<file path="src/rtl/pmod_bridge_pkg.sv">
// Shared defaults and width helpers for the Pmod stream bridge.
package pmod_bridge_pkg;
    localparam int DATA_W_DEF   = 8;
    localparam int RX_DEPTH_DEF = 8;
    localparam int TX_DEPTH_DEF = 4;
    localparam int SKID_DEF     = 2;

    function automatic int lvl_w(input int depth);
        return $clog2(depth) + 1;
    endfunction
endpackage

</file>
<file path="src/rtl/pmod_fifo.sv">
// Synchronous show-ahead FIFO; push at full is accepted only alongside a pop.
// Level carries one extra bit so full and empty are distinguishable.
module pmod_fifo
    import pmod_bridge_pkg::*;
#(
    parameter int DATA_W = DATA_W_DEF,
    parameter int DEPTH  = 4
) (
    input  logic                    clk_io_bus,
    input  logic                    rst_async,
    input  logic                    push_i,
    input  logic [DATA_W-1:0]       push_dat_i,
    input  logic                    pop_i,
    output logic [DATA_W-1:0]       head_dat_o,
    output logic                    full_o,
    output logic                    empty_o,
    output logic [lvl_w(DEPTH)-1:0] level_o
);
    localparam int PTR_W = $clog2(DEPTH);
    localparam int LVL_W = lvl_w(DEPTH);

    logic [DATA_W-1:0] mem_q [DEPTH];
    logic [DATA_W-1:0] mem_d [DEPTH];
    logic [PTR_W-1:0]  wr_ptr_q, wr_ptr_d;
    logic [PTR_W-1:0]  rd_ptr_q, rd_ptr_d;
    logic [LVL_W-1:0]  level_q, level_d;
    logic              wr_en, rd_en;

    assign full_o     = (level_q == LVL_W'(DEPTH));
    assign empty_o    = (level_q == '0);
    assign head_dat_o = mem_q[rd_ptr_q];
    assign level_o    = level_q;

    always_comb begin
        rd_en    = pop_i && !empty_o;
        wr_en    = push_i && (!full_o || rd_en);
        mem_d    = mem_q;
        wr_ptr_d = wr_ptr_q;
        rd_ptr_d = rd_ptr_q;
        if (wr_en) begin
            mem_d[wr_ptr_q] = push_dat_i;
            wr_ptr_d        = wr_ptr_q + 1'b1;
        end
        if (rd_en) begin
            rd_ptr_d = rd_ptr_q + 1'b1;
        end
        level_d = level_q + LVL_W'(wr_en) - LVL_W'(rd_en);
    end

    always_ff @(posedge clk_io_bus or posedge rst_async) begin
        if (rst_async) begin
            for (int i = 0; i < DEPTH; i++) begin
                mem_q[i] <= '0;
            end
            wr_ptr_q <= '0;
            rd_ptr_q <= '0;
            level_q  <= '0;
        end else begin
            mem_q    <= mem_d;
            wr_ptr_q <= wr_ptr_d;
            rd_ptr_q <= rd_ptr_d;
            level_q  <= level_d;
        end
    end
endmodule

</file>
<file path="src/rtl/pmod_stream_bridge.sv">
// Pmod <-> core bridge: IOB-captured host words into an RX FIFO with skid-margin ready,
// core results through a TX FIFO launched from registered pins when the host is ready.
module pmod_stream_bridge
    import pmod_bridge_pkg::*;
#(
    parameter int DATA_W   = DATA_W_DEF,
    parameter int RX_DEPTH = RX_DEPTH_DEF,
    parameter int TX_DEPTH = TX_DEPTH_DEF,
    parameter int SKID     = SKID_DEF
) (
    input  logic                       clk_io_bus,
    input  logic                       rst_async,
    input  logic [DATA_W-1:0]          pmod_data_i,
    input  logic                       pmod_valid_i,
    output logic                       pmod_ready_o,
    output logic [DATA_W-1:0]          core_data_o,
    output logic                       core_valid_o,
    input  logic                       core_ready_i,
    input  logic [DATA_W-1:0]          core_hash_i,
    input  logic                       core_hash_valid_i,
    output logic                       core_hash_ready_o,
    output logic [DATA_W-1:0]          pmod_hash_o,
    output logic                       pmod_hash_valid_o,
    input  logic                       pmod_hash_ready_i,
    output logic [lvl_w(RX_DEPTH)-1:0] rx_level_o,
    output logic                       overflow_o
);
    localparam int RX_LVL_W = lvl_w(RX_DEPTH);
    localparam int TX_LVL_W = lvl_w(TX_DEPTH);

    logic [DATA_W-1:0]   data_q, data_d;
    logic                valid_q, valid_d;
    logic                hrdy_q, hrdy_d;
    logic                ready_q, ready_d;
    logic                ovf_q, ovf_d;
    logic [DATA_W-1:0]   hash_q, hash_d;
    logic                hash_vld_q, hash_vld_d;

    logic                rx_push, rx_pop, rx_full, rx_empty;
    logic [DATA_W-1:0]   rx_head;
    logic [RX_LVL_W-1:0] rx_level, rx_level_next;
    logic                tx_push, tx_pop, tx_full, tx_empty;
    logic [DATA_W-1:0]   tx_head;
    logic [TX_LVL_W-1:0] tx_level_unused;

    always_comb begin
        data_d  = pmod_data_i;
        valid_d = pmod_valid_i;
        hrdy_d  = pmod_hash_ready_i;

        rx_pop  = !rx_empty && core_ready_i;
        rx_push = valid_q && (!rx_full || rx_pop);
        ovf_d   = ovf_q || (valid_q && rx_full && !rx_pop);
        rx_level_next = rx_level + RX_LVL_W'(rx_push) - RX_LVL_W'(rx_pop);
        // Ready looks at the post-edge level so the skid margin covers words already in flight.
        ready_d = (RX_DEPTH - int'(rx_level_next)) > SKID;

        tx_push    = core_hash_valid_i && !tx_full;
        tx_pop     = hrdy_q && !tx_empty;
        hash_vld_d = tx_pop;
        hash_d     = tx_pop ? tx_head : hash_q;
    end

    always_ff @(posedge clk_io_bus or posedge rst_async) begin
        if (rst_async) begin
            data_q     <= '0;
            valid_q    <= 1'b0;
            hrdy_q     <= 1'b0;
            ready_q    <= 1'b0;
            ovf_q      <= 1'b0;
            hash_q     <= '0;
            hash_vld_q <= 1'b0;
        end else begin
            data_q     <= data_d;
            valid_q    <= valid_d;
            hrdy_q     <= hrdy_d;
            ready_q    <= ready_d;
            ovf_q      <= ovf_d;
            hash_q     <= hash_d;
            hash_vld_q <= hash_vld_d;
        end
    end

    pmod_fifo #(.DATA_W(DATA_W), .DEPTH(RX_DEPTH)) u_rx_fifo (
        .clk_io_bus (clk_io_bus),
        .rst_async  (rst_async),
        .push_i     (rx_push),
        .push_dat_i (data_q),
        .pop_i      (rx_pop),
        .head_dat_o (rx_head),
        .full_o     (rx_full),
        .empty_o    (rx_empty),
        .level_o    (rx_level)
    );

    pmod_fifo #(.DATA_W(DATA_W), .DEPTH(TX_DEPTH)) u_tx_fifo (
        .clk_io_bus (clk_io_bus),
        .rst_async  (rst_async),
        .push_i     (tx_push),
        .push_dat_i (core_hash_i),
        .pop_i      (tx_pop),
        .head_dat_o (tx_head),
        .full_o     (tx_full),
        .empty_o    (tx_empty),
        .level_o    (tx_level_unused)
    );

    assign pmod_ready_o      = ready_q;
    assign core_data_o       = rx_head;
    assign core_valid_o      = !rx_empty;
    assign rx_level_o        = rx_level;
    assign overflow_o        = ovf_q;
    assign core_hash_ready_o = !tx_full;
    assign pmod_hash_o       = hash_q;
    assign pmod_hash_valid_o = hash_vld_q;
endmodule

</file>
<file path="config.mk">
export PLATFORM = sky130hd
export DESIGN_NAME = pmod_stream_bridge
export DESIGN_NICKNAME = d
export VERILOG_FILES = /design/src/rtl/pmod_bridge_pkg.sv /design/src/rtl/pmod_fifo.sv /design/src/rtl/pmod_stream_bridge.sv
export SDC_FILE = /design/constraint.sdc
export NUM_CORES = 1
export LEC_CHECK = 0
export CAP_MARGIN = 20
export CORE_MARGIN = 3
export CORE_UTILIZATION = 35
export CTS_CLUSTER_DIAMETER = 60
export DETAILED_ROUTE_END_ITERATION = 6
export PLACE_DENSITY = 0.51
export SLEW_MARGIN = 20
export SYNTH_ARGS = -nofsm -noshare
export SYNTH_HDL_FRONTEND = slang
export SYNTH_HIERARCHICAL = 1
export SYNTH_SLANG_ARGS = --single-unit
</file>
<file path="constraint.sdc">
create_clock -name clk_io_bus -period 9.45 [get_ports clk_io_bus]
set_input_delay 1.89 -clock clk_io_bus [delete_from_list [all_inputs] [get_ports clk_io_bus]]
set_output_delay 1.89 -clock clk_io_bus [all_outputs]
set_load 0.02 [all_outputs]
</file>
Yosys cells after proc, flatten, opt, wreduce, memory -nomap -nowiden
Index checks and enable logic that the tools add are counted.
- $add $sub $neg: 11
- magnitude comparators: 7
- equal/unequal tests: 2
- mux-type cells: 12
- bitwise operators: 4
- reductions and logical operators: 23
- operators by type and width (operator ; number):
    $bwmux 64 ; 1
    $mux 8 ; 6
    $bwmux 32 ; 1
    $bmux 8 s3 ; 1
    $demux 8 s3 ; 1
    $bmux 8 s2 ; 1
    $demux 8 s2 ; 1
    $logic_and 1x1->1 ; 12
    $add 4x1->4 ; 2
    $ge 4x4->1 const B ; 2
    $not 3->4 ; 2
    $sub 4x1->4 ; 2
    $add 3x1->3 const B ; 2
    $ge 3x3->1 const B ; 2
    $not 2->3 ; 2
    $gt 5x3->1 const B ; 1
    $logic_not 1->1 ; 5
    $sub 4x4->5 const A ; 1
    $add 2x1->2 const B ; 2
    $eq 4x4->1 const B ; 1
    $logic_not 4->1 ; 1
    $logic_or 1x1->1 ; 4
    $lt 4x1->1 const B ; 1
    $add 3x1->3 ; 1
    4 further kinds ; 4
- bits in registers: 134
- bits of input ports: 22
- output and inout bits: 25
- logic and storage cells: 84

Logic depth before layout (Yosys ltp)
- depth in word-level cells: 9
- depth in mapped cells: 20

By module
Netlist, hierarchy kept.
- modules (own cells, without submodules) (module ; instances ; cells an instance ; area an instance (µm²) ; sequential area each (µm²)):
    pmod_fifo (u_rx_fifo) ; 1 ; 226 ; 3574.7 ; 1851.8
    pmod_fifo (u_tx_fifo) ; 1 ; 113 ; 1791.7 ; 975.9
    pmod_stream_bridge ; 1 ; 90 ; 1023.5 ; 525.5

Worst setup path after synthesis
No wires, ideal clock.
- path type: input to register
- start: in core_ready_i
- end: reg ready_q (netlist: pmod_ready_o)
- library setup time: 0.080 ns
- arrival: 4.446 ns
- data required time: 9.370 ns
- path slack: 4.924 ns
- stages: 15
- path through: nand2_1 -> nand2_1 -> nand2_1 -> ha_1 -> inv_1 -> ha_1 -> inv_1 -> fa_1 -> inv_1 -> ha_1 -> or2_1 -> a22o_1 -> a222oi_1 -> o221ai_1 -> nor3_2
- word-level cells in the longest chain between the ends: 7
- RTL lines (element ; RTL line ; text):
    start: declaration ; pmod_stream_bridge.sv:18 ; input logic core_ready_i,
    $logic_and 1x1->1 (*) ; pmod_stream_bridge.sv:51 ; rx_pop = !rx_empty && core_ready_i;
    $logic_or 1x1->1 ; pmod_stream_bridge.sv:52 ; rx_push = valid_q && (!rx_full || rx_pop);
    $logic_and 1x1->1 ; pmod_stream_bridge.sv:52 ;
    $add 4x1->4 ; pmod_stream_bridge.sv:54 ; rx_level_next = rx_level + RX_LVL_W'(rx_push) - RX_LVL_W'(rx_pop);
    $sub 4x1->4 (*) ; pmod_stream_bridge.sv:54 ;
    $sub 4x4->5 (*) ; pmod_stream_bridge.sv:56 ; ready_d = (RX_DEPTH - int'(rx_level_next)) > SKID;
    $gt 5x3->1 (*) ; pmod_stream_bridge.sv:56 ;
    via ready_d ; pmod_stream_bridge.sv:34 ; logic ready_q, ready_d;
    end signal: assignment ; pmod_stream_bridge.sv:77 ; ready_q <= ready_d;
    end: declaration ; pmod_stream_bridge.sv:34 ;
The timed path passes the listed nets; every way through them passes the cells marked *.
A chain may end at the register's enable or synchronous reset.

Worst setup path in the final report
Ends and elaborated chain as after synthesis.

==> impl_metrics.tcl <==
set metrics [dict create \
    outcome "complete, no violations" \
    critPathArrivalTime_ns 5.19 \
    synth_area_um2 6390 \
    ant_nets 0 \
    drt-initial-drc-count 151 \
    die_x_um 141 \
    synth_compound_area_share_pct 4.23 \
    drv_cap 0 \
    holdCritPathClass "register to register" \
    final_nets 527 \
    max_freq_mhz 206 \
    period_needed_ns 4.87 \
    cts_resized 0 \
    core_um2 17600 \
    clk_latency_ns 0.41 \
    synth_seq_cells 134 \
    layout-drive-gt1-share_pct 37.9 \
    synthMuxAreaShare_pct 28.9 \
    dr_total_vias 3614 \
    htree_levels 4 \
    io_pins 47 \
    crit_type "input pin to register" \
    viasPerCell 5.01 \
    postSynthCellCount 429 \
    fin_ws_ns 4.58 \
    hold_viol_final 0 \
    slowest_delay_ns 0.53 \
    cts.clk_slew.worst_paths_ns 0.06 \
    setup_viol 0 \
    dieArea_um2 19900 \
    routabilityCongestion 0.730 \
    cts.sink_count 134 \
    routed_wl_mm 12.9 \
    routedWlPerCell_um 17.9 \
    track_usage_pct 13.8 \
    critPathBufInv 4 \
    tritoncts "yes" \
    worstMarginPinSlew_ns 0.961 \
    postCtsSetupBuffers 0 \
    place_ws_ns 4.21 \
    start_util_pct 36.3 \
    grt_max_degree 75 \
    drt_pass1_iterations 5 \
    hold_path.startpoint "u_rx_fifo/mem_q[10]" \
    area_growth_pct 20.7 \
    worstPathRequired_ns 9.78 \
    r2r_end "pmod_ready_o" \
    cts_hold_buf 0 \
    final_cell_mix "134 x dfrtp_1, 105 x mux2_2, 46 x clkdlybuf4s50_1" \
    antenna_found_initial 0 \
    r2r_setup_slack_ns 5.08 \
    power.density_nw_per_um2 396 \
    critPathMaxFanout 5 \
    cts-root-buf "clkbuf_16" \
    layout_commonest_cell "dfrtp_1" \
    end_kind "register" \
    ys_types 53 \
    p_leak_nw 3.24 \
    n_antenna_cell 0 \
    synthXorXnorAreaFrac_pct 2.04 \
    grt_pass1_vias 3837 \
    portBuffers 46 \
    r2r-start "u_rx_fifo/level_o[2]" \
    synthAdderAreaFrac_pct 4.66 \
    fin_setup_tns_ns 0 \
    peakVddDrop_mv 0.149 \
    cp.depth 16 \
    ys_seq_area_share_pct 52.5 \
    rsz0062_at_grt "no" \
    grt_pass1_wl_mm 21.1 \
    cp_cell_sequence "clkdlybuf4s50_1 > nand2_1 > nand2_1 > nand2_1 > ha_1 > inv_1 > ha_1 > inv_1 > fa_1 > inv_1 > ha_1 > or2_1 > a22o_1 > a222oi_1 > o221ai_1 > nor3_2" \
    synth_nets 473 \
    fp-row-count 48 \
    clk_path_buf_depth 2 \
    ff2ff_path_depth 18 \
    slew_headroom_pct 35.9 \
    cp-start-kind "input pin" \
    startpoint "core_ready_i" \
    overflow 0 \
    yosysWarnings 6 \
    yosys.area_share.simple_pct 4.80 \
    fin_worst_hold_slack_ns 0.480 \
    dpl.hpwl_mm 8.46 \
    drv_slew 0 \
    post-route-period-util_pct 51.5 \
    cp-endpoint "pmod_ready_o" \
    synth_top_family_by_area "multiplexers" \
    postSynthAreaPerCell_um2 14.9 \
    fp.dieH_um 141 \
    skew_ns 0.0106 \
    drc_errors 0 \
    cts_made_buffers 17 \
    slowest_stage "fa_1" \
    critPathTopFamily "adder cells" \
]
-- cell usage after synthesis (all sizes together) --
| cell type | count | area [um2] |
|---|---|---|
| nor4b | 1 | 23.8 |
| dfrtp | 134 | 3350 |
| nand3b | 1 | 7.51 |
| mux2 | 115 | 1290 |
| a21o | 2 | 15.0 |
| nor3 | 2 | 15.0 |
| clkbuf | 6 | 23.8 |
| xor2 | 4 | 35.0 |
| inv | 28 | 105 |
| a211oi | 1 | 20.0 |
| a31o | 1 | 8.76 |
| o211ai | 3 | 22.5 |
| and3 | 1 | 6.26 |
| nand2 | 11 | 41.3 |
| nand3 | 2 | 10.0 |
| a31oi | 1 | 6.26 |
| o221ai | 1 | 8.76 |
| fa | 3 | 60.1 |
| nand4 | 4 | 25.0 |
| a22o | 1 | 8.76 |
| mux4 | 24 | 541 |
| or3 | 1 | 6.26 |
| o21ai | 6 | 56.3 |
| xnor2 | 10 | 95.1 |
| nand4b | 2 | 17.5 |
| nor3b | 2 | 15.0 |
| mux2i | 1 | 10.0 |
| a32o | 2 | 20.0 |
| nor2 | 8 | 40.0 |
| and4bb | 2 | 25.0 |
| buf | 10 | 57.6 |
| a222oi | 1 | 10.0 |
| a21oi | 6 | 41.3 |
| ha | 19 | 238 |
| o2111ai | 2 | 52.6 |
| or3b | 2 | 17.5 |
| or2 | 2 | 12.5 |
| nand2b | 4 | 25.0 |
| nor2b | 3 | 18.8 |
-- flip-flops by register name, indices dropped and copies added, names as in the netlist, 2 cells and up --
name / flops
data_q: 8
pmod_hash_o: 8
u_rx_fifo/level_o: 4
u_rx_fifo/mem_q: 64
u_rx_fifo/rd_ptr_q: 3
u_rx_fifo/wr_ptr_q: 3
u_tx_fifo/level_o: 3
u_tx_fifo/mem_q: 32
u_tx_fifo/rd_ptr_q: 2
u_tx_fifo/wr_ptr_q: 2
-- layout make-up --
type,count,area (um2)
flip-flops and latches,134,3350
multi-input cells,251,2850
well taps,225,282
clock buffers,19,453
repair buffers,51,498
fillers,1603,9890
inverters,28,105
clock inverters,13,170
-- per-stage QoR --
step	instances	total power, W	util, %	instance area [um2]
6_report	721	0.00306	43.8	7710
5_1_grt	721	0.00326	43.8	7710
4_1_cts	721	0.00310	43.8	7710
3_5_place_dp	689	0.00239	40.3	7090
3_3_place_gp	689	0.00235	40.3	7090
2_1_floorplan	429	0.00201	-	6390
-- per-layer routing --
layer	track usage (%)	part of all wire [%]	wire length, um	up-vias
met2	22.4	50	6510	57
met5	0	0	0	-
li1	-	-	-	1659
met4	3.82	0.84	108	0
met1	18.2	46	5890	1891
met3	3.60	3.2	410	7
-- report_power, final --
| part | switching (W) | internal (W) | total, W |
|---|---|---|---|
| clock network | 0.000256 | 0.000432 | 0.000688 |
| logic | 0.000555 | 0.000737 | 0.00129 |
| registers | 0.000224 | 0.000852 | 0.00108 |
| total | 0.00103 | 0.00202 | 0.00306 |
-- how the worst min path moves through the flow --
stage	to	slack, ns	cells after the start
2_1_floorplan	u_rx_fifo/mem_q[10]	0.45	1
4_1_cts	u_rx_fifo/mem_q[10]	0.48	1
3_3_place_gp	overflow_o	0.45	1
3_5_place_dp	u_rx_fifo/mem_q[10]	0.47	1
6_report	u_rx_fifo/mem_q[10]	0.48	1
5_1_grt	u_rx_fifo/mem_q[10]	0.50	1
-- cell families (layout without fill, tap and decap cells) --
logic type,after synthesis,after routing
mux,140,140
xor+xnor,14,14
flops,134,134
fa+ha+maj,22,22
buf+inv,44,111
compound gates,27,27
simple gates,48,48
Power figures use the tool's default switching activity.
